### config.mk
export PLATFORM = sky130hd
export DESIGN_NAME = rr_burst_sched
export DESIGN_NICKNAME = d
export VERILOG_FILES = /design/src/rtl/rr_burst_sched_pkg.sv /design/src/rtl/rr_pick.sv /design/src/rtl/rr_burst_sched.sv
export SDC_FILE = /design/constraint.sdc
export NUM_CORES = 1
export LEC_CHECK = 0
export CORE_MARGIN = 4
export CORE_UTILIZATION = 44
export DETAILED_ROUTE_END_ITERATION = 10
export PLACE_DENSITY = 0.76
export SYNTH_ARGS = -nofsm -noshare
export SYNTH_HDL_FRONTEND = slang
export SYNTH_SLANG_ARGS = --single-unit
### constraint.sdc
create_clock -name clk -period 3.7 [get_ports clk]
set_input_delay 0.37 -clock clk [delete_from_list [all_inputs] [get_ports clk]]
set_output_delay 0.37 -clock clk [all_outputs]
set_load 0.05 [all_outputs]
### src/rtl/rr_burst_sched_pkg.sv
// Shared types and helpers for the burst-level round-robin scheduler.
// Holds the FSM state encoding, default sizing and the one-hot to index helper.
package sched_pkg;

   typedef enum logic {
      S_IDLE,
      S_BURST
   } state_t;

   localparam int unsigned DEF_N    = 4;
   localparam int unsigned DEF_LENW = 4;

   // Binary index of the set bit in a one-hot vector (up to 16 wide); all-zero gives 0.
   function automatic int unsigned onehot_to_idx(input logic [15:0] v);
      int unsigned idx;
      idx = 0;
      for (int unsigned i = 0; i < 16; i++) begin
         if (v[i]) idx = idx | i;
      end
      return idx;
   endfunction

endpackage

### src/rtl/rr_pick.sv
// Rotating-priority picker: first set request at or above the one-hot pointer,
// wrapping around. Purely combinational.
module rr_pick #(
   parameter int unsigned N = 4
) (
   input  logic [N-1:0] req,
   input  logic [N-1:0] pointer,
   output logic [N-1:0] pick
);

   logic [2*N-1:0] dbl;
   logic [2*N-1:0] masked;

   // Doubling the request vector lets the borrow chain of the subtraction wrap past bit N-1.
   assign dbl    = {req, req};
   assign masked = dbl & ~(dbl - {{N{1'b0}}, pointer});
   assign pick   = masked[N-1:0] | masked[2*N-1:N];

endmodule

### src/rtl/rr_burst_sched.sv
// Burst-level round-robin scheduler: locks a one-hot grant for a whole
// multi-beat burst, then rotates priority and re-arbitrates with no bubble.
module rr_burst_sched
   import sched_pkg::*;
#(
   parameter int unsigned N    = DEF_N,
   parameter int unsigned LENW = DEF_LENW
) (
   input  logic                   clk,
   input  logic                   rst_n,
   input  logic [N-1:0]           req,
   input  logic [N*LENW-1:0]      req_len,
   input  logic                   bus_ready,
   output logic [N-1:0]           grant,
   output logic [$clog2(N)-1:0]   grant_idx,
   output logic                   busy,
   output logic                   beat_fire,
   output logic                   last
);

   localparam int unsigned IW = $clog2(N);
   typedef logic [LENW:0] rem_t;

   state_t        state_q, state_d;
   logic [N-1:0]  grant_q, grant_d;
   logic [N-1:0]  ptr_q, ptr_d;
   logic [IW-1:0] idx_q, idx_d;
   rem_t          rem_q, rem_d;

   logic [N-1:0]    ptr_rot;
   logic [N-1:0]    ptr_arb;
   logic [N-1:0]    pick;
   logic [LENW-1:0] sel_len;
   rem_t            load_len;

   assign busy      = |grant_q;
   assign beat_fire = busy & bus_ready;
   assign last      = beat_fire & (rem_q == rem_t'(1));

   assign grant     = grant_q;
   assign grant_idx = idx_q;

   // The finishing requester drops to lowest priority; arbitration in the
   // same cycle must already see the rotated pointer.
   assign ptr_rot = {grant_q[N-2:0], grant_q[N-1]};
   assign ptr_arb = last ? ptr_rot : ptr_q;

   rr_pick #(.N(N)) u_pick (
      .req     (req),
      .pointer (ptr_arb),
      .pick    (pick)
   );

   always_comb begin
      sel_len = '0;
      for (int unsigned i = 0; i < N; i++) begin
         if (pick[i]) sel_len = req_len[i*LENW +: LENW];
      end
      load_len = (sel_len == '0) ? rem_t'(1) : rem_t'(sel_len);
   end

   always_comb begin
      state_d = state_q;
      grant_d = grant_q;
      idx_d   = idx_q;
      ptr_d   = ptr_q;
      rem_d   = rem_q;
      case (state_q)
         S_IDLE: begin
            if (|req) begin
               grant_d = pick;
               idx_d   = IW'(onehot_to_idx(16'(pick)));
               rem_d   = load_len;
               state_d = S_BURST;
            end
         end
         S_BURST: begin
            if (beat_fire) begin
               rem_d = rem_q - rem_t'(1);
               if (last) begin
                  ptr_d = ptr_rot;
                  if (|req) begin
                     grant_d = pick;
                     idx_d   = IW'(onehot_to_idx(16'(pick)));
                     rem_d   = load_len;
                  end else begin
                     grant_d = '0;
                     idx_d   = '0;
                     rem_d   = '0;
                     state_d = S_IDLE;
                  end
               end
            end
         end
         default: state_d = S_IDLE;
      endcase
   end

   always_ff @(posedge clk or negedge rst_n) begin
      if (!rst_n) begin
         state_q <= S_IDLE;
         grant_q <= '0;
         idx_q   <= '0;
         ptr_q   <= N'(1);
         rem_q   <= '0;
      end else begin
         state_q <= state_d;
         grant_q <= grant_d;
         idx_q   <= idx_d;
         ptr_q   <= ptr_d;
         rem_q   <= rem_d;
      end
   end

endmodule

---- Word-level counts from Yosys, hierarchy flattened ----
Index checks and enable logic that the tools add are counted.
storage, ports and cells
  register bits ........................... 16
  bits of input ports ..................... 23
  output and inout bits ................... 9
cells by class
  add/sub/neg operators ................... 2
  equal/unequal tests ..................... 4
  multiplexer cells ....................... 28
  bitwise logic cells ..................... 6
  reduce and logical (&&, ||, !) cells .... 6
operators with widths
  kind                                                                    count
  4-bit two-way mux                                                       11
  5-bit two-way mux                                                       3
  2-bit two-way mux                                                       6
  5-bit one-hot mux with 2 select lines                                   1
  8-bit AND                                                               1
  8-bit inverter                                                          1
  4-bit one-hot mux with 2 select lines                                   1
  4-bit OR reduction                                                      2
  8-bit by 4-bit subtractor with 8-bit output                             1
  2-bit != test (second input constant)                                   3
  5-bit by 1-bit equality test with 1-bit output (second input constant)  1
  5-bit by 1-bit subtractor with 5-bit output (second input constant)     1
  4-bit zero test                                                         1
  1-bit two-way mux                                                       4
  4-bit bitwise OR                                                        1
  2-bit one-hot mux with 2 select lines                                   1
  2-bit AND reduction                                                     2
  3-bit AND reduction                                                     1
  1-bit AND                                                               2
  1-bit one-hot mux with 2 select lines                                   1
  1-bit inverter                                                          1

---- Depth between registers and ports, before layout ----
  word-level depth ........................ 18
  mapped depth ............................ 16
  depth with buffers taken out ............ 15

---- Cells and area by module ----
A second synthesis with hierarchy kept.
second synthesis, totals
  cells, all modules ...................... 151
  area, all modules ....................... 1322.5 µm²
by module, submodules not included
  module          instances  cells an instance  area an instance (µm²)  seq. area each (µm²)
  rr_burst_sched  1          127                1136.1                  401.6
  rr_pick         1          24                 186.4                   0.0

---- Least setup slack after synthesis ----
No wires, ideal clock.
  kind .................................... reg2reg
  start ................................... reg grant_q[1] (netlist: grant[1])
  end ..................................... reg rem_q[0]
  setup time .............................. 82 ps
  arrival ................................. 4073 ps
  slack ................................... -455 ps
  cell stages (with the launch flop) ...... 16
  path buffers ............................ 1
  path through ............................ dfrtp_1 -> o41ai_4 -> inv_1 -> nand2_1 -> inv_2 -> mux2i_1 -> inv_1 -> fa_1 -> xor2_1 -> a41oi_1 -> nand2b_1 -> clkbuf_1 -> o2111ai_1 -> o211ai_2 -> or4b_1 -> a31oi_1
between the ends
  word-level cells in the longest chain between the ends .. 18
  elaborated cells on any way between the ends .. 21
ends and longest elaborated chain
  element                                        RTL line               RTL
  from (decl)                                    rr_burst_sched.sv:25   logic [N-1:0] grant_q, grant_d;
  from (signal assigned)                         rr_burst_sched.sv:108  grant_q <= grant_d;
  4-bit OR reduction *                           rr_burst_sched.sv:36   assign busy = |grant_q;
  1-bit AND *                                    rr_burst_sched.sv:37   assign beat_fire = busy & bus_ready;
  net beat_fire                                  rr_burst_sched.sv:17   output logic beat_fire,
  1-bit AND *                                    rr_burst_sched.sv:38   assign last = beat_fire & (rem_q == rem_t'(1));
  net last                                       rr_burst_sched.sv:18   output logic last
  4-bit two-way mux *                            --
  net ptr_arb[1]                                 rr_burst_sched.sv:31   logic [N-1:0] ptr_arb;
  8-bit by 4-bit subtractor with 8-bit output *  rr_pick.sv:16          assign masked = dbl & ~(dbl - {{N{1'b0}}, pointer});
  (+3 left out)                                  --
  4-bit two-way mux (3 in a row)                 rr_burst_sched.sv:57   if (pick[i]) sel_len = req_len[i*LENW +: LENW];
  4-bit two-way mux *                            rr_burst_sched.sv:57
  4-bit zero test                                rr_burst_sched.sv:59   load_len = (sel_len == '0) ? rem_t'(1) : rem_t'(sel_len);
  4-bit two-way mux *                            rr_burst_sched.sv:59
  4-bit two-way mux                              rr_burst_sched.sv:82   if (|req) begin
  5-bit two-way mux                              rr_burst_sched.sv:80   if (last) begin
  5-bit two-way mux                              rr_burst_sched.sv:78   if (beat_fire) begin
  5-bit one-hot mux with 2 select lines *        rr_burst_sched.sv:68   case (state_q)
  to (signal assigned)                           rr_burst_sched.sv:111  rem_q <= rem_d;
  to (decl)                                      rr_burst_sched.sv:28   rem_t rem_q, rem_d;
Mark *: on every way through the listed nets, which the timed path passes. The rest lies on a longest branch. The select of a mux whose other input is x is not followed.
A chain may end at the register's enable or synchronous reset.

---- Worst setup path in the final report ----
  start ................................... reg rem_q[1]
  end ..................................... reg rem_q[0]
between the ends
  word-level cells in the longest chain between the ends .. 17
  elaborated cells on any way between the ends .. 18
ends and longest elaborated chain
  element                                           RTL line              RTL
  5-bit by 1-bit equality test with 1-bit output *  rr_burst_sched.sv:38
  1-bit AND *                                       rr_burst_sched.sv:38
  4-bit two-way mux                                 --
  8-bit by 4-bit subtractor with 8-bit output       rr_pick.sv:16
  8-bit inverter                                    rr_pick.sv:16
  8-bit AND                                         rr_pick.sv:16
  4-bit bitwise OR                                  rr_pick.sv:17         assign pick = masked[N-1:0] | masked[2*N-1:N];
  4-bit two-way mux (4 in a row)                    rr_burst_sched.sv:57
  4-bit zero test                                   rr_burst_sched.sv:59
  4-bit two-way mux                                 rr_burst_sched.sv:59
  4-bit two-way mux                                 rr_burst_sched.sv:82
  5-bit two-way mux                                 rr_burst_sched.sv:80
  5-bit two-way mux                                 rr_burst_sched.sv:78
  5-bit one-hot mux with 2 select lines *           rr_burst_sched.sv:68
Mark *: on every way between the ends. The rest lies on a longest branch, timed or not. The select of a mux whose other input is x is not followed.

==> results.yml <==
status:
  status: "finished clean"
route:
  wl_microns: 3620
  wl_per_cell_microns: 17.1
  via_per_inst: 6.10
  antenna_left: 0
  first_pass_iters: 4
  num_vias: 1287
  drt-initial-drc-count: 53
  post-route-drc-count: 0
worst_setup_path:
  end_kind: "register"
  crit_path_start_kind: "register"
  path_class: "reg -> reg"
  cp.arrival_ps: 3800
  cp.required_ps: 3930
  cp_max_fo: 4
synthesis:
  synth_edf_count: 0
  synthTopCellsByArea: "dfrtp_1 29%, ha_1 5.9%, nand2_1 5.0%"
  synth_seq_area_share_pct: 31.4
  syn_area_sq_mm: 0.00128
  synth_ff_type: "dfrtp_1"
  yosys.cell_types.count: 51
  synth_top_area_share_pct: 29.3
  async_reset_ff_share_pct: 100
  synth_top_area_cell: "dfrtp_1"
  avgSynthCellArea_sq_um: 9.01
  syn_nets: 172
  postSynthCellCount: 142
  yosysWarnings: 0
  synth-seq-cells: 16
power:
  clkPwrFrac_pct: 15.0
  pwr-share-seq_pct: 30.7
  swShare_pct: 41.7
  irDropWorstVdd_mv: 0.333
  p_int_uw: 477
  power_switching_uw: 342
  p_leak_uw: 0.000760
  comb_power_share_pct: 54.3
  cellPowerDensity_mw_per_mm2: 463
global_routing:
  grt_max_degree: 17
  first_global_vias: 1282
  grt_usage_pct: 21.7
  antenna_found_initial: 0
  grt_pass1_wl_microns: 6070
  grt_overflow_total: 0
cells_and_area:
  drive_gt1_share_pct: 20.6
  syn_to_final_growth_pct: 38.1
  diodes: 0
  final_cells: 211
  nets: 211
  fill_cells: 231
clock_network:
  insertion_delay_ps: 300
  cts_sinks: 16
  h-tree-depth: 1
  root_buffer: "clkbuf_4"
  cts_tree: "built"
  clk_pin_slew_worst_paths_ps: 110
  cts_buffers: 3
  cts_buffer_depth: 2
sta:
  setup_viol: 0
  finalMaxSlewViolations: 0
  slew-limit-headroom_pct: 47.2
  worst_slew_pin_slew_ps: 790
  fin_crit_ps: 3570
  max_freq_mhz: 280
  clock_skew_ps: 7.57
  hold_viol: 0
  whs_ps: 520
  layout_setup_ws_ps: 128
  period_share_pct: 96.5
die:
  core_sq_mm: 0.00276
  die_w_microns: 61.9
  io_pins: 32
  floorplan.initialDensity_pct: 46.4
  dieHeight_microns: 61.9
  row_count: 19
  die-area_sq_mm: 0.00384
placed_design:
  numPortBuffers: 31
  post-dp-hpwl_microns: 2910
  finalWeightedCongestion: 1.07
  pre_cts_ws_ps: -79.8
  dp.cells: 207
hold_path:
  min_path_type: "in -> async"
run:
  max_cap_violations: 0
==> metrics by stage <==
| stage | power, uW | area, sq um | utilization, % | setup TNS (ps) |
|---|---|---|---|---|
| global route | 882 | 1770 | 64.1 | -3.78 |
| global placement | 645 | 1700 | 61.8 | 0 |
| finish | 818 | 1770 | 64.1 | 0 |
| floorplan | 549 | 1330 | - | 0 |
| CTS | 790 | 1740 | 63.1 | 0 |
| detailed placement | 667 | 1700 | 61.8 | -79.8 |
==> worst max-delay path, cell delays in order (launching register included) <==
cell and delay [ps]:
dfrtp_1 420, inv_1 90, ha_1 160, or4b_4 490, o211ai_1 270, nand2_1 110, fa_1 590, nor2_1 80
and3_4 200, o2111ai_1 260, o211ai_2 140, or4b_1 530, a31oi_1 180
==> power groups by stage <==
| stage | Combinational (uW) | Sequential [uW] | Clock, uW |
|---|---|---|---|
| floorplan | 305 | 243 | 0 |
| global placement | 397 | 247 | 0 |
| detailed placement | 414 | 252 | 0 |
| CTS | 417 | 249 | 125 |
| global route | 488 | 257 | 137 |
| finish | 444 | 251 | 123 |
==> layout by cell type (no fill, tap or decap), types with 4 or more instances in the layout <==
master / n
a21oi_1: 8
buf_4: 7
clkdlybuf4s50_1: 31
dfrtp_1: 11
dfrtp_2: 4
ha_1: 6
inv_1: 6
mux2i_1: 4
nand2_1: 16
nor2_1: 10
nor3_1: 4
o211ai_1: 4
o21ai_0: 7
==> per-layer routing <==
| metal | GRT usage, % | part of all wire [%] | vias up |
|---|---|---|---|
| met4 | 9.09 | 1.5 | 0 |
| met3 | 5.58 | 6.1 | 6 |
| met1 | 27.1 | 43 | 618 |
| met2 | 35.4 | 49 | 47 |
| li1 | - | - | 616 |
| met5 | 0 | 0 | - |
==> area by class of cell <==
class / instances / area (sq um) / share of cell area (%)
Timing Repair Buffer: 38 / 363 / 20.5
Multi-Input combinational cell: 114 / 875 / 49.5
Tap cell: 31 / 38.8 / 2.19
Inverter: 8 / 48.8 / 2.76
Sequential cell: 16 / 407 / 23.0
Clock buffer: 4 / 36.3 / 2.05
==> logic make-up after synthesis <==
group / share of synthesized area, %
compound gates: 26.4
xor+xnor: 2.05
fa+ha+maj: 7.43
buf+inv: 4.20
flops: 31.4
mux: 7.33
simple gates: 21.2
==> state kept, by name, indices dropped and copies added (netlist names) <==
| signal | flops |
|---|---|
| rem_q | 5 |
| grant | 4 |
| ptr_q | 4 |
| grant_idx | 2 |
| state_q | 1 |
==> worst paths after layout <==
path | endpoint | cells past startpoint | slack, ps | from
worst max-delay path | rem_q[0]$_DFFE_PN0P_ | 12 | 130 | rem_q[1]$_DFFE_PN0P_
worst min-delay path | rem_q[0]$_DFFE_PN0P_ | 1 | 520 | rst_n
worst max register to register | rem_q[0]$_DFFE_PN0P_ | 12 | 130 | rem_q[1]$_DFFE_PN0P_
worst min register to register | grant_idx[1]$_DFFE_PN0P_ | 1 | 570 | grant_idx[1]$_DFFE_PN0P_
max in group asynchronous | grant[0]$_DFFE_PN0P_ | 1 | 2640 | rst_n
min in group clk | grant_idx[1]$_DFFE_PN0P_ | 1 | 570 | grant_idx[1]$_DFFE_PN0P_
==> cells in the mapped netlist (3+ instances only) <==
cell type	count
nand2_1	17
dfrtp_1	15
nor2_1	10
a21oi_1	8
inv_1	7
o21ai_0	7
ha_1	6
mux2i_1	6
nor3_1	4
o211ai_1	4
mux2_2	3
nand3_1	3
o2111ai_1	3
o31ai_1	3
==> timing repair <==
item                                    4_1_cts  5_1_grt
buffers inserted                              0        0
hold buffers                                  0        0
endpoints found under the setup margin        0        3
gates resized for setup                       0        7
Note: power is estimated with default switching activity, not from simulation.
